## config.mk

```make
export PLATFORM = sky130hd
export DESIGN_NAME = lsu_bus_master
export DESIGN_NICKNAME = d
export VERILOG_FILES = /design/src/rtl/lsu_bus_master.sv
export SDC_FILE = /design/constraint.sdc
export NUM_CORES = 1
export LEC_CHECK = 0
export CORE_MARGIN = 3
export CORE_UTILIZATION = 40
export CTS_BUF_LIST = sky130_fd_sc_hd__clkbuf_2 sky130_fd_sc_hd__clkbuf_4 sky130_fd_sc_hd__clkbuf_8
export CTS_CLUSTER_SIZE = 8
export DETAILED_ROUTE_END_ITERATION = 10
export PLACE_DENSITY = 0.73
export SKIP_CTS_REPAIR_TIMING = 1
export SLEW_MARGIN = 10
export SYNTH_ARGS = -nofsm -noshare
export SYNTH_HDL_FRONTEND = slang
export SYNTH_SLANG_ARGS = --single-unit
```

## constraint.sdc

```tcl
create_clock -name clk -period 2.1 [get_ports clk]
set_input_delay 0.42 -clock clk [delete_from_list [all_inputs] [get_ports clk]]
set_output_delay 0.42 -clock clk [all_outputs]
set_load 0.05 [all_outputs]
```

## src/rtl/lsu_bus_master.sv

```systemverilog
// rtl/lsu_bus_master.sv - load/store unit driving a word-aligned data bus with strobes and load extension
module lsu_bus_master #(
    parameter int TIMEOUT_CYC = 64
) (
    input  logic        clk,
    input  logic        reset_n,
    input  logic        req_valid,
    input  logic        mem_we,
    input  logic [1:0]  store_type,
    input  logic [2:0]  load_type,
    input  logic [31:0] addr,
    input  logic [31:0] wdata,
    output logic        stall,
    output logic [31:0] rdata,
    output logic        err,
    output logic        bus_valid,
    input  logic        bus_ready,
    output logic        bus_we,
    output logic [31:0] bus_addr,
    output logic [3:0]  bus_wstrb,
    output logic [31:0] bus_wdata,
    input  logic        bus_rvalid,
    input  logic [31:0] bus_rdata
);

    typedef enum logic [1:0] {IDLE, REQ, WAIT_R, DONE} state_t;

    localparam int CW = (TIMEOUT_CYC > 1) ? $clog2(TIMEOUT_CYC) : 1;
    localparam logic [CW-1:0] CNT_LAST = CW'((TIMEOUT_CYC > 0) ? TIMEOUT_CYC - 1 : 0);

    state_t        state;
    logic [CW-1:0] cnt;
    logic [1:0]    size_q;
    logic          uns_q;
    logic [1:0]    off_q;
    logic          to_err_q;

    logic [1:0]    size;
    logic          uns;
    logic          misaligned;
    logic          aligned_req;
    logic [3:0]    strb;
    logic [31:0]   lane_wdata;

    // size: 0 byte, 1 half, 2 word
    always_comb begin
        size = 2'd2;
        uns  = 1'b0;
        if (mem_we) begin
            case (store_type)
                2'b00:   size = 2'd0;
                2'b01:   size = 2'd1;
                default: size = 2'd2;
            endcase
        end else begin
            case (load_type)
                3'b000:  size = 2'd0;
                3'b001:  size = 2'd1;
                3'b100: begin size = 2'd0; uns = 1'b1; end
                3'b101: begin size = 2'd1; uns = 1'b1; end
                default: size = 2'd2;
            endcase
        end
    end

    always_comb begin
        strb       = 4'b1111;
        lane_wdata = wdata;
        case (size)
            2'd0: begin
                strb       = 4'b0001 << addr[1:0];
                lane_wdata = {4{wdata[7:0]}};
            end
            2'd1: begin
                strb       = addr[1] ? 4'b1100 : 4'b0011;
                lane_wdata = {2{wdata[15:0]}};
            end
            default: ;
        endcase
    end

    assign misaligned  = ((size == 2'd1) && addr[0]) || ((size == 2'd2) && (addr[1:0] != 2'b00));
    assign aligned_req = (state == IDLE) && req_valid && !misaligned;

    assign stall     = (state == REQ) || (state == WAIT_R) || aligned_req;
    assign err       = ((state == IDLE) && req_valid && misaligned) || to_err_q;
    assign bus_valid = (state == REQ);

    function automatic logic [31:0] extend(input logic [31:0] w, input logic [1:0] sz,
                                           input logic u, input logic [1:0] off);
        logic [7:0]  b;
        logic [15:0] h;
        b = w[{off, 3'b000} +: 8];
        h = off[1] ? w[31:16] : w[15:0];
        case (sz)
            2'd0:    extend = u ? {24'h0, b} : {{24{b[7]}}, b};
            2'd1:    extend = u ? {16'h0, h} : {{16{h[15]}}, h};
            default: extend = w;
        endcase
    endfunction

    always_ff @(posedge clk or negedge reset_n) begin
        if (!reset_n) begin
            state     <= IDLE;
            cnt       <= '0;
            size_q    <= 2'd0;
            uns_q     <= 1'b0;
            off_q     <= 2'd0;
            to_err_q  <= 1'b0;
            rdata     <= 32'h0;
            bus_we    <= 1'b0;
            bus_addr  <= 32'h0;
            bus_wstrb <= 4'h0;
            bus_wdata <= 32'h0;
        end else begin
            to_err_q <= 1'b0;
            case (state)
                IDLE: begin
                    if (aligned_req) begin
                        state     <= REQ;
                        cnt       <= '0;
                        size_q    <= size;
                        uns_q     <= uns;
                        off_q     <= addr[1:0];
                        bus_we    <= mem_we;
                        bus_addr  <= {addr[31:2], 2'b00};
                        bus_wstrb <= mem_we ? strb : 4'b0000;
                        bus_wdata <= mem_we ? lane_wdata : 32'h0;
                    end
                end
                REQ: begin
                    if (bus_ready) begin
                        if (bus_we) begin
                            state <= DONE;
                        end else if (bus_rvalid) begin
                            rdata <= extend(bus_rdata, size_q, uns_q, off_q);
                            state <= DONE;
                        end else begin
                            state <= WAIT_R;
                            cnt   <= '0;
                        end
                    end else if ((TIMEOUT_CYC != 0) && (cnt == CNT_LAST)) begin
                        to_err_q <= 1'b1;
                        state    <= DONE;
                    end else begin
                        cnt <= cnt + 1'b1;
                    end
                end
                WAIT_R: begin
                    if (bus_rvalid) begin
                        rdata <= extend(bus_rdata, size_q, uns_q, off_q);
                        state <= DONE;
                    end else if ((TIMEOUT_CYC != 0) && (cnt == CNT_LAST)) begin
                        to_err_q <= 1'b1;
                        state    <= DONE;
                    end else begin
                        cnt <= cnt + 1'b1;
                    end
                end
                default: state <= IDLE;
            endcase
        end
    end

endmodule

```

Word level (Yosys, flattened, before mapping)
Cells that the tools add are included.
Widths: inputs -> output; s select.
- register bits after elaboration: 113
- input bits: 107
- logic and storage cells: 90
- $add $sub $neg: 1
- equal/unequal tests: 16
- shifts and indexed selects: 2
- muxes and demuxes: 36
- reduce and logical (&&, ||, !) cells: 24
- operators by type and width (operator ; count):
    $mux 32 ; 6
    $pmux 32 s2 ; 3
    $mux 6 ; 6
    $shiftx 32x6->8 ; 1
    $pmux 6 s3 ; 1
    $mux 16 ; 1
    $mux 2 ; 5
    $eq 2x1->1 const B ; 4
    $logic_not 2->1 ; 4
    $mux 4 ; 2
    $pmux 2 s2 ; 2
    $pmux 4 s2 ; 1
    $mux 1 ; 7
    $add 6x1->6 const B ; 1
    $eq 3x3->1 const B ; 2
    $eq 6x6->1 const B ; 1
    $ne 2x2->1 const B ; 3
    $ne 3x3->1 const B ; 2
    $pmux 2 s3 ; 1
    $reduce_or 2->1 ; 3
    $logic_and 1x1->1 ; 5
    $reduce_and 5->1 ; 1
    $eq 2x2->1 const B ; 2
    $logic_or 1x1->1 ; 4
    10 further kinds ; 11

Logic depth before layout (Yosys ltp)
- word-level depth: 11
- depth in mapped cells: 9
- gate-level depth less buffers: 7

Worst setup path before layout
No wires, ideal clock.
- kind: in2out
- start: input store_type[1]
- end: output stall
- data arrival time: 1916 ps
- path slack: -236 ps
- stages on the path: 8
- cells stage by stage: buf_4 nand2b_1 buf_2 a221oi_2 o211ai_2 buf_6 buf_6 nand2b_1
- cells in the longest elaborated chain, start to end: 9
- elaborated cells between the ends (all ways): 12
- classes of those cells: 3 x eq/ne; 2 x mux; 7 x reduce/logical
- ends and longest elaborated chain (what ; RTL line ; text):
    start: declaration ; 9 ; input logic [1:0] store_type,
    $eq 2x1->1 / $logic_not 2->1 (equally long branches) ; 50 ; case (store_type)
    $pmux 2 s2 * ; 50 ;
    $mux 2 * ; 49 ; if (mem_we) begin
    $eq 2x1->1 / $eq 2x2->1 (equally long branches) ; 82 ; assign misaligned = ((size == 2'd1) && addr[0]) || ((size == 2'd2) && (addr[1:0] != 2'b00));
    $logic_and 1x1->1 ; 82 ;
    $logic_or 1x1->1 * ; 82 ;
    $logic_not 1->1 * ; 83 ; assign aligned_req = (state == IDLE) && req_valid && !misaligned;
    $logic_and 1x1->1 * ; 83 ;
    $logic_or 1x1->1 * ; 85 ; assign stall = (state == REQ) || (state == WAIT_R) || aligned_req;
    end: declaration ; 13 ; output logic stall,
Mark *: on every way between the ends. The rest lies on a longest branch, timed or not.

Worst setup path in the final report
- start: register bus_wdata[10]
- end: output bus_wdata[10]
- RTL lines (what ; RTL line ; text):
    start: declaration ; 21 ; output logic [31:0] bus_wdata,
    start signal: assignment ; 128 ; bus_wdata <= mem_we ? lane_wdata : 32'h0;
No word-level cell between the ends.

==> results.json <==
{
  "path_buf_inv": 1,
  "antenna_found_initial": 2,
  "gp_congestion": 0.836,
  "slew_headroom": 0.635,
  "avgSynthCellArea_sq_um": 10.7,
  "synth_area_leaders": "dfrtp_1 (51%), mux2i_1 (5.6%), nand2_1 (5.5%)",
  "hpwl_um": 12300,
  "grt_use_met1": 0.269,
  "critPathLaunchType": "register",
  "leakage_nw": 3.96,
  "finalSetupViolCount": 0,
  "power.density_nw_per_um2": 1710,
  "vias": 4932,
  "internal_power_mw": 7.74,
  "dr.pass1.iters": 6,
  "clock_path_buffers": 2,
  "synth_top_area_frac": 0.509,
  "path_clk_slew_ns": 0.07,
  "ys.flop_type": "dfrtp_1",
  "avgRoutedWirePerCell_um": 17.6,
  "synth_edf_count": 0,
  "synth_cells": 518,
  "track_usage": 0.218,
  "period_share": 0.979,
  "criticalPathCategory": "register to primary output",
  "regArea_sq_um": 2830,
  "layout.nets": 866,
  "initial_utilization": 0.415,
  "port_buffers": 208,
  "worstPathArrival_ns": 1.64,
  "ys_seq_elements": 113,
  "cp_top_family": "buffers and inverters",
  "fp.dieH_um": 124,
  "fmax_mhz": 486,
  "cpPeakStageDelay_ns": 0.83,
  "synth_warnings": 0,
  "p_clk_frac": 0.149,
  "use_met3": 0.0663,
  "rsz0062_at_grt": "false",
  "rows": 42,
  "ys_seq_area_frac": 0.509,
  "setup_slack_ns": 0.0441,
  "hold_viol": 0,
  "routed_via_density": 5.22,
  "p_total_mw": 14.7,
  "yosys.area.top_type": "dfrtp_1",
  "areaGrowthSynthToFinish_pct": 54.8,
  "cp.required_ns": 1.68,
  "final_cell_mix": "clkdlybuf4s50_1 (184), dfrtp_1 (113), nand2_1 (82)",
  "synth_area_sq_um": 5560,
  "drtIter0Drc": 314,
  "wl_um": 16600,
  "cp_max_fo": 2,
  "fin_crit_ns": 2.06,
  "drive_above_1_share": 0.179,
  "grt_max_degree": 47,
  "multi_input_area_sq_um": 2570,
  "p_sw_mw": 6.94,
  "synthArstFlopShare": 1.00,
  "h-tree-depth": 4,
  "path_cells": "clkdlybuf4s50_1",
  "fin_cells": 944,
  "cts_made_buffers": 17,
  "switching_share": 0.473,
  "die_area_sq_um": 15300,
  "status": "completed",
  "hp-class": "input pin to register",
  "grt.busiest_layer": "met2",
  "worst_slew_pin_slew_ns": 0.546,
  "n_fill_cell": 1070,
  "cap_viol_max_count": 0,
  "drv_slew": 0,
  "power_frac_seq": 0.256,
  "dp_worst_setup_slack_ns": -0.358,
  "slowest_stage": "clkdlybuf4s50_1",
  "grt_pass1_vias": 5142,
  "clock_skew_ns": 0.0130,
  "placed_cells": 908,
  "layout_commonest_cell": "clkdlybuf4s50_1",
  "ant_nets": 0,
  "irDropWorstVdd_uv": 914,
  "die_w_um": 124,
  "p_comb_frac": 0.595,
  "cts_tree": "built",
  "root_buffer": "clkbuf_8",
  "clock_sinks": 113,
  "core_sq_um": 13400,
  "use_met2": 0.357,
  "overflow": 0,
  "drc": 0,
  "grt_pass1_wl_um": 25900,
  "end_kind": "primary output",
  "yosysUniqueCellTypes": 48,
  "clk-insertion-delay-late_ns": 0.44,
  "io_pins": 211
}
per-layer routing:
metal	wire (um)	up-vias
li1	-	2318
met1	6760	2389
met2	8030	207
met3	1570	18
met4	249	0
met5	0	-
logic make-up (layout without fill, tap and decap cells):
kind of cell | count (synthesis) | count (layout) | share of synthesized area
DFF | 113 | 113 | 0.509
buffers and inverters | 45 | 292 | 0.0423
AOI/OAI and AO/OA | 133 | 133 | 0.157
adders and majority gates | 6 | 6 | 0.0135
and+or+nand+nor | 147 | 147 | 0.113
muxes | 73 | 73 | 0.164
other | 1 | 4 | 0.000675
final cells by class:
class | count | area share
multi-input combinational | 361 | 0.299
clock inverter | 10 | 0.0153
clock buffer | 22 | 0.0345
timing repair buffer | 252 | 0.293
antenna | 2 | 0.000582
sequential | 113 | 0.329
inverter | 8 | 0.00349
tap | 176 | 0.0256
final timing paths:
check,from,endpoint,slack [ns],depth (start not counted)
setup / recovery,bus_wdata[10]$_DFFE_PN0P_,bus_wdata[10],0.04,1
hold / removal,addr[1],off_q[1]$_DFFE_PN0P_,0.44,3
setup reg to reg,state[1]$_DFFE_PN0P_,cnt[0]$_DFFE_PN0P_,0.15,7
hold reg to reg,rdata[0]$_DFFE_PN0P_,rdata[0]$_DFFE_PN0P_,0.48,2
max in group asynchronous,reset_n,bus_wdata[3]$_DFFE_PN0P_,0.95,3
min in group asynchronous,reset_n,bus_addr[31]$_DFFE_PN0P_,0.50,2
power groups by stage:
stage	logic [mW]	registers (mW)	clock network, mW
floorplan	2.59	6.87	0
global placement	8.58	3.74	0
detailed placement	8.70	3.79	0
CTS	8.74	3.77	2.25
global route	9.24	3.88	2.35
finish	8.74	3.75	2.19
per-stage QoR:
step                      TNS (ns)  area [sq um]  hold slack, ns  utilization
after floorplan                  0          5600           0.124            -
after global placement      -18.19          8070           0.439        0.603
after detailed placement    -22.17          8070           0.444        0.603
after CTS                   -0.604          8500         -0.0455        0.634
after global routing             0          8600           0.445        0.642
final                            0          8600           0.438        0.642
Yosys cell counts (5+ instances only):
| master | count |
|---|---|
| nand2_1 | 82 |
| ha_1 | 6 |
| mux2i_1 | 31 |
| o21ai_0 | 30 |
| nand2b_1 | 5 |
| a211o_1 | 7 |
| o221ai_1 | 8 |
| nor2_1 | 34 |
| and3_1 | 10 |
| mux2_2 | 23 |
| mux4_2 | 8 |
| buf_6 | 6 |
| inv_1 | 6 |
| clkbuf_1 | 18 |
| mux2_4 | 10 |
| nor2b_1 | 7 |
| dfrtp_1 | 113 |
| a21oi_1 | 34 |
| o31ai_1 | 28 |
| a31oi_1 | 5 |
| buf_2 | 8 |
sequential cells by signal (all words and copies together), names as in the netlist:
register / cells
state: 2
bus_wstrb: 4
size_q: 2
uns_q: 1
rdata: 32
bus_we: 1
bus_addr: 30
bus_wdata: 32
to_err_q: 1
off_q: 2
cnt: 6
worst reg2reg max path: stages, from the launching register on:
cell	delay, ns
dfrtp_1	0.39
inv_1	0.12
ha_1	0.31
a22oi_1	0.21
nor2_1	0.09
nor2_1	0.27
nand3_1	0.18
a22o_1	0.26
Power figures use the tool's default switching activity.
